File: src/rtl/tdm_demux_pkg.sv
// Shared types and constants for the TDM mux/demux path.
package tdm_pkg;

   typedef enum logic {HUNT, RUN} tdm_state_t;

   localparam int unsigned TDM_N_CH_DEF = 4;
   localparam int unsigned TDM_W_DEF    = 8;

   // Channel index width; shared with the transmit-side mux.
   function automatic int unsigned ch_w(input int unsigned n);
      return $clog2(n);
   endfunction

endpackage

File: src/rtl/tdm_demux_if.sv
// TDM receive bus: serial word input side plus parallel frame output side.
// Optional macro TDM_CH_STROBE_EN adds the per-channel strobe signals ch_we/ch_data.
interface tdm_demux_if #(
   parameter int unsigned N_CH = tdm_pkg::TDM_N_CH_DEF,
   parameter int unsigned W    = tdm_pkg::TDM_W_DEF
) ();
   import tdm_pkg::*;

   localparam int unsigned CW = ch_w(N_CH);

   logic              in_valid;
   logic              in_sync;
   logic [W-1:0]      in_data;
   logic [N_CH*W-1:0] out_data;
   logic              out_valid;
   logic [CW-1:0]     ch_idx;
   logic              locked;
   logic              sync_err;
`ifdef TDM_CH_STROBE_EN
   logic [N_CH-1:0]   ch_we;
   logic [W-1:0]      ch_data;

   modport master (
      output in_valid, in_sync, in_data,
      input  out_data, out_valid, ch_idx, locked, sync_err, ch_we, ch_data
   );
   modport slave (
      input  in_valid, in_sync, in_data,
      output out_data, out_valid, ch_idx, locked, sync_err, ch_we, ch_data
   );
`else
   modport master (
      output in_valid, in_sync, in_data,
      input  out_data, out_valid, ch_idx, locked, sync_err
   );
   modport slave (
      input  in_valid, in_sync, in_data,
      output out_data, out_valid, ch_idx, locked, sync_err
   );
`endif

endinterface

File: src/rtl/tdm_demux_demux_1xn.sv
// 1:N demultiplexer: index plus enable to a one-hot write-enable vector.
module demux_1xn #(
   parameter int unsigned N  = 4,
   parameter int unsigned IW = 2
) (
   input  logic [IW-1:0] idx_i,
   input  logic          en_i,
   output logic [N-1:0]  we_o
);

   always_comb begin
      we_o = '0;
      for (int unsigned k = 0; k < N; k++) begin
         if (en_i && (idx_i == IW'(k))) we_o[k] = 1'b1;
      end
   end

endmodule

File: src/rtl/tdm_demux.sv
// TDM receive demultiplexer: routes serial words to channel slots, publishes whole frames.
// Optional macro TDM_CH_STROBE_EN enables the per-word ch_we/ch_data strobe outputs.
module tdm_demux #(
   parameter int unsigned N_CH = tdm_pkg::TDM_N_CH_DEF,
   parameter int unsigned W    = tdm_pkg::TDM_W_DEF
) (
   input  logic        clk,
   input  logic        rst_n,
   tdm_demux_if.slave  bus
);
   import tdm_pkg::*;

   localparam int unsigned CW = ch_w(N_CH);
   localparam logic [CW-1:0] LAST_CH = CW'(N_CH - 1);

   tdm_state_t              state_q, state_d;
   logic [CW-1:0]           ch_cnt_q, ch_cnt_d;
   logic [N_CH-2:0][W-1:0]  shadow_q;
   logic [N_CH*W-1:0]       out_data_q;
   logic                    out_valid_q, out_valid_d;
   logic                    sync_err_q, sync_err_d;
   logic                    wr_en;
   logic [CW-1:0]           wr_idx;
   logic [N_CH-1:0]         we;

   always_comb begin
      state_d     = state_q;
      ch_cnt_d    = ch_cnt_q;
      out_valid_d = 1'b0;
      sync_err_d  = 1'b0;
      wr_en       = 1'b0;
      wr_idx      = ch_cnt_q;
      if (bus.in_valid) begin
         unique case (state_q)
            HUNT: begin
               if (bus.in_sync) begin
                  wr_en    = 1'b1;
                  wr_idx   = '0;
                  ch_cnt_d = CW'(1);
                  state_d  = RUN;
               end
            end
            RUN: begin
               if (bus.in_sync) begin
                  // Early sync restarts the frame on this word; the partial frame is abandoned.
                  sync_err_d = (ch_cnt_q != '0);
                  wr_en      = 1'b1;
                  wr_idx     = '0;
                  ch_cnt_d   = CW'(1);
               end else if (ch_cnt_q == '0) begin
                  sync_err_d = 1'b1;
                  state_d    = HUNT;
               end else begin
                  wr_en = 1'b1;
                  if (ch_cnt_q == LAST_CH) begin
                     out_valid_d = 1'b1;
                     ch_cnt_d    = '0;
                  end else begin
                     ch_cnt_d = ch_cnt_q + CW'(1);
                  end
               end
            end
            default: state_d = HUNT;
         endcase
      end
   end

   demux_1xn #(
      .N  (N_CH),
      .IW (CW)
   ) u_demux (
      .idx_i (wr_idx),
      .en_i  (wr_en),
      .we_o  (we)
   );

   always_ff @(posedge clk) begin
      if (!rst_n) begin
         state_q     <= HUNT;
         ch_cnt_q    <= '0;
         shadow_q    <= '0;
         out_data_q  <= '0;
         out_valid_q <= 1'b0;
         sync_err_q  <= 1'b0;
      end else begin
         state_q     <= state_d;
         ch_cnt_q    <= ch_cnt_d;
         out_valid_q <= out_valid_d;
         sync_err_q  <= sync_err_d;
         for (int unsigned k = 0; k < N_CH - 1; k++) begin
            if (we[k]) shadow_q[k] <= bus.in_data;
         end
         // The last channel bypasses the shadow and lands directly in the published frame.
         if (out_valid_d) out_data_q <= {bus.in_data, shadow_q};
      end
   end

`ifdef TDM_CH_STROBE_EN
   logic [N_CH-1:0] ch_we_q;
   logic [W-1:0]    ch_data_q;

   always_ff @(posedge clk) begin
      if (!rst_n) begin
         ch_we_q   <= '0;
         ch_data_q <= '0;
      end else begin
         ch_we_q <= we;
         if (wr_en) ch_data_q <= bus.in_data;
      end
   end

   assign bus.ch_we   = ch_we_q;
   assign bus.ch_data = ch_data_q;
`else
   logic unused_we;
   assign unused_we = we[N_CH-1];
`endif

   assign bus.out_data  = out_data_q;
   assign bus.out_valid = out_valid_q;
   assign bus.sync_err  = sync_err_q;
   assign bus.ch_idx    = ch_cnt_q;
   assign bus.locked    = (state_q == RUN);

endmodule

File: src/flat_wrapper.sv
// flat-port wrapper written by rule: the top's interface ports become plain ports
module tdm_demux_flat import tdm_pkg::*;
#(
   parameter int unsigned N_CH = tdm_pkg::TDM_N_CH_DEF,
   parameter int unsigned W    = tdm_pkg::TDM_W_DEF
)
  (clk, rst_n, bus_in_valid, bus_in_sync, bus_in_data, bus_out_data, bus_out_valid, bus_ch_idx, bus_locked, bus_sync_err);
  tdm_demux_if #(.N_CH(N_CH), .W(W)) bus_i ();
  input  logic clk;
  input  logic rst_n;
  input wire logic [$bits(bus_i.in_valid)-1:0] bus_in_valid;
  input wire logic [$bits(bus_i.in_sync)-1:0] bus_in_sync;
  input wire logic [$bits(bus_i.in_data)-1:0] bus_in_data;
  output wire logic [$bits(bus_i.out_data)-1:0] bus_out_data;
  output wire logic [$bits(bus_i.out_valid)-1:0] bus_out_valid;
  output wire logic [$bits(bus_i.ch_idx)-1:0] bus_ch_idx;
  output wire logic [$bits(bus_i.locked)-1:0] bus_locked;
  output wire logic [$bits(bus_i.sync_err)-1:0] bus_sync_err;
  assign bus_i.in_valid = bus_in_valid;
  assign bus_i.in_sync = bus_in_sync;
  assign bus_i.in_data = bus_in_data;
  assign bus_out_data = bus_i.out_data;
  assign bus_out_valid = bus_i.out_valid;
  assign bus_ch_idx = bus_i.ch_idx;
  assign bus_locked = bus_i.locked;
  assign bus_sync_err = bus_i.sync_err;
  tdm_demux #(.N_CH(N_CH), .W(W)) u_core (.clk(clk), .rst_n(rst_n), .bus(bus_i));
endmodule
File: config.mk
export PLATFORM = sky130hd
export DESIGN_NAME = tdm_demux_flat
export DESIGN_NICKNAME = d
export VERILOG_FILES = /design/src/rtl/tdm_demux_pkg.sv /design/src/rtl/tdm_demux_if.sv /design/src/rtl/tdm_demux_demux_1xn.sv /design/src/rtl/tdm_demux.sv /design/src/flat_wrapper.sv
export SDC_FILE = /design/constraint.sdc
export NUM_CORES = 1
export LEC_CHECK = 0
export ABC_AREA = 0
export BUFFER_PORTS_ARGS = -buffer_cell sky130_fd_sc_hd__buf_2
export CORE_MARGIN = 5
export CORE_UTILIZATION = 40
export CTS_BUF_LIST = sky130_fd_sc_hd__clkbuf_4 sky130_fd_sc_hd__clkbuf_8
export CTS_CLUSTER_DIAMETER = 120
export DETAILED_ROUTE_END_ITERATION = 10
export HOLD_SLACK_MARGIN = 0.03
export SLEW_MARGIN = 20
export SYNTH_ARGS = -nofsm -noshare
export SYNTH_HDL_FRONTEND = slang
export SYNTH_HIERARCHICAL = 1
export SYNTH_SLANG_ARGS = --single-unit
export TNS_END_PERCENT = 50
File: constraint.sdc
create_clock -name clk -period 2.6 [get_ports clk]
set_input_delay 0.26 -clock clk [delete_from_list [all_inputs] [get_ports clk]]
set_output_delay 0.26 -clock clk [all_outputs]
set_load 0.01 [all_outputs]
==> metrics.md <==
| Metric | Value |
|---|---|
| Status | finished clean |
| Port bufs | 48 |
| First-pass GRT wire length | 8383 microns |
| TritonCTS clock tree | yes |
| DP Worst Slack | 0.5286 ns |
| Longest Clk Path Bufs | 2 |
| Fmax | 0.4776 GHz |
| Crit path time final | 2.094 ns |
| Boundary Pins | 49 |
| Initial antenna violation count | 0 |
| Worst Path Max Fanout | 8 |
| Setup ws final | 0.5063 ns |
| Ys Warns | 6 |
| Vias per cell | 4.861 |
| Max cap viols | 0 |
| ANT nets after route | 0 |
| Critical path, cell by cell | inv_1 -> ha_1 -> ha_1 -> mux2i_1 -> and2_1 -> and3b_1 -> mux2i_1 -> nor2_1 |
| Rel. slew slack | 66.87% |
| Final nets | 311 |
| Post-CTS Setup Inserts | 0 |
| Worst hold path type | input port to flop |
| Fillers | 604 |
| Number of failing hold endpoints at the final stage | 0 |
| Vias in the first global route | 1,737 |
| Critical path launch point type | flop |
| Resized Gates After CTS | 0 |
| Synthesized area per cell | 9.401 sq um |
| Routed length per instance | 13.47 microns |
| Synth Instances | 251 |
| CP top delay family | simple AND/OR/NAND/NOR gates |
| Via Count | 1,818 |
| Arr. time, crit path | 2.30 ns |
| Synthesized net count | 266 |
| Final Util | 47.74% |
| Pins Over Slew Limit | 0 |
| Core Region | 0.005816 sq mm |
| Num CTS Buffers | 9 |
| Residual DRC | 0 |
| Htree depth | 3 |
| Pwr/cell area | 643.0 mW/mm^2 |
| Hpwl dp | 3200 microns |
| Initial Util | 40.58% |
| Max stage delay on crit path | 0.48 ns |
| Clock skew | 0.006714 ns |
| Worst-Skew Late Latency | 0.32 ns |
| Fraction of layout cells with a size suffix above 1 | 29.77% |
| Post-Route WL | 5038 microns |
| 1st-iter DRT viols | 94 |
| CP Capture Type | flop |
| RSZ-0062 raised after global routing | false |
| TritonCTS Sinks | 61 |
| WP buf/inv | 1 |
| P_leak | 1.111 nW |
| Fin cells | 374 |
| Period utilization | 80.53% |
| Worst-margin pin slew | 0.4969 ns |
| Setup CP Type | flop to flop |
| Die Span Y | 86.81 microns |
| Peak VDD IR | 261.4 uV |
| CTS root buffer | clkbuf_8 |
| Worst endpoint required time | 2.81 ns |
| Area of the mapped netlist | 0.002360 sq mm |
| Synth-to-layout area growth | 17.66% |
| Placed cells | 360 |
| Setup violators final | 0 |
| Full die area | 0.007535 sq mm |
| GRT Total Usage | 14.44% |
| Worst hold slack | 0.1862 ns |
| Hold buffer count at CTS | 0 |
| Slowest stage cell, crit path | and3b_1 |
| First-pass iteration count of the detailed router | 4 |
| Reg clk slew, reported paths | 0.06 ns |
| Gp weighted congestion | 0.7455 |
| Ant diodes | 0 |
| Setup TNS | 0 ns |
| Row count | 28 |
| Die W | 86.81 microns |
| Pin count of the biggest net entering global routing | 62 |
| Total congestion overflow | 0 |
power by group:
group          switching [mW]  internal (mW)  total [mW]
combinational          0.0551         0.0351      0.0902
sequential            0.00871          0.947       0.956
clock                   0.330          0.409       0.739
per-layer routing:
layer / up-vias / GRT usage, % / part of all wire, %
met1: 846 / 18.15 / 48
met3: 11 / 5.323 / 6.1
met4: 0 / 6.799 / 1.6
met5: - / 0 / 0
met2: 49 / 21.88 / 45
li1: 912 / - / -
final cells by class:
type | count | area, sq um | share of cell area (%)
sequential | 61 | 1221 | 43.98
multi-input combinational | 168 | 989.7 | 35.65
timing repair buffer | 52 | 282.8 | 10.18
clock buffer | 13 | 166.4 | 5.994
tap | 75 | 93.84 | 3.380
inverter | 4 | 15.01 | 0.5408
clock inverter | 1 | 7.507 | 0.2704
stage by stage:
step	power [mW]	cell area, sq um
floorplan	1.033	2360
global placement	1.066	2603
detailed placement	1.067	2603
CTS	1.816	2776
global route	1.876	2776
finish	1.785	2776
worst min-delay path, stage by stage:
cell and delay [ns]:
buf_2 0.09, nand3_1 0.06, o31ai_1 0.07
layout by cell type, fill, tap and decap left out, types with 2 or more instances in the layout:
| master | instances |
|---|---|
| clkbuf_8 | 11 |
| clkbuf_4 | 2 |
| a21oi_1 | 24 |
| buf_2 | 48 |
| inv_1 | 3 |
| mux2i_1 | 25 |
| nor2_1 | 25 |
| buf_4 | 3 |
| a21oi_2 | 12 |
| dfxtp_1 | 61 |
| ha_1 | 3 |
| and3b_1 | 2 |
| nand2_2 | 7 |
| nand2_1 | 58 |
flip-flops by register name (all words and copies together) (netlist names):
signal / flops
u_core/bus.sync_err: 1
u_core/bus.locked: 1
u_core/bus.out_data: 32
u_core/bus.out_valid: 1
u_core/bus.ch_idx: 2
u_core/shadow_q: 24
worst paths after layout:
| path | startpoint | to | slack, ns | cells after the start |
|---|---|---|---|---|
| max | u_core/bus.ch_idx[0]$_SDFFE_PN0P_ | u_core/shadow_q[20]$_SDFFE_PN0P_ | 0.51 | 8 |
| min | rst_n | u_core/bus.ch_idx[1]$_SDFFE_PN0P_ | 0.19 | 3 |
| max reg2reg | u_core/bus.ch_idx[0]$_SDFFE_PN0P_ | u_core/shadow_q[20]$_SDFFE_PN0P_ | 0.51 | 8 |
| min reg2reg | u_core/bus.out_data[6]$_SDFFE_PN0P_ | u_core/bus.out_data[6]$_SDFFE_PN0P_ | 0.45 | 2 |
No activity file was read; power rests on OpenSTA's default activity.
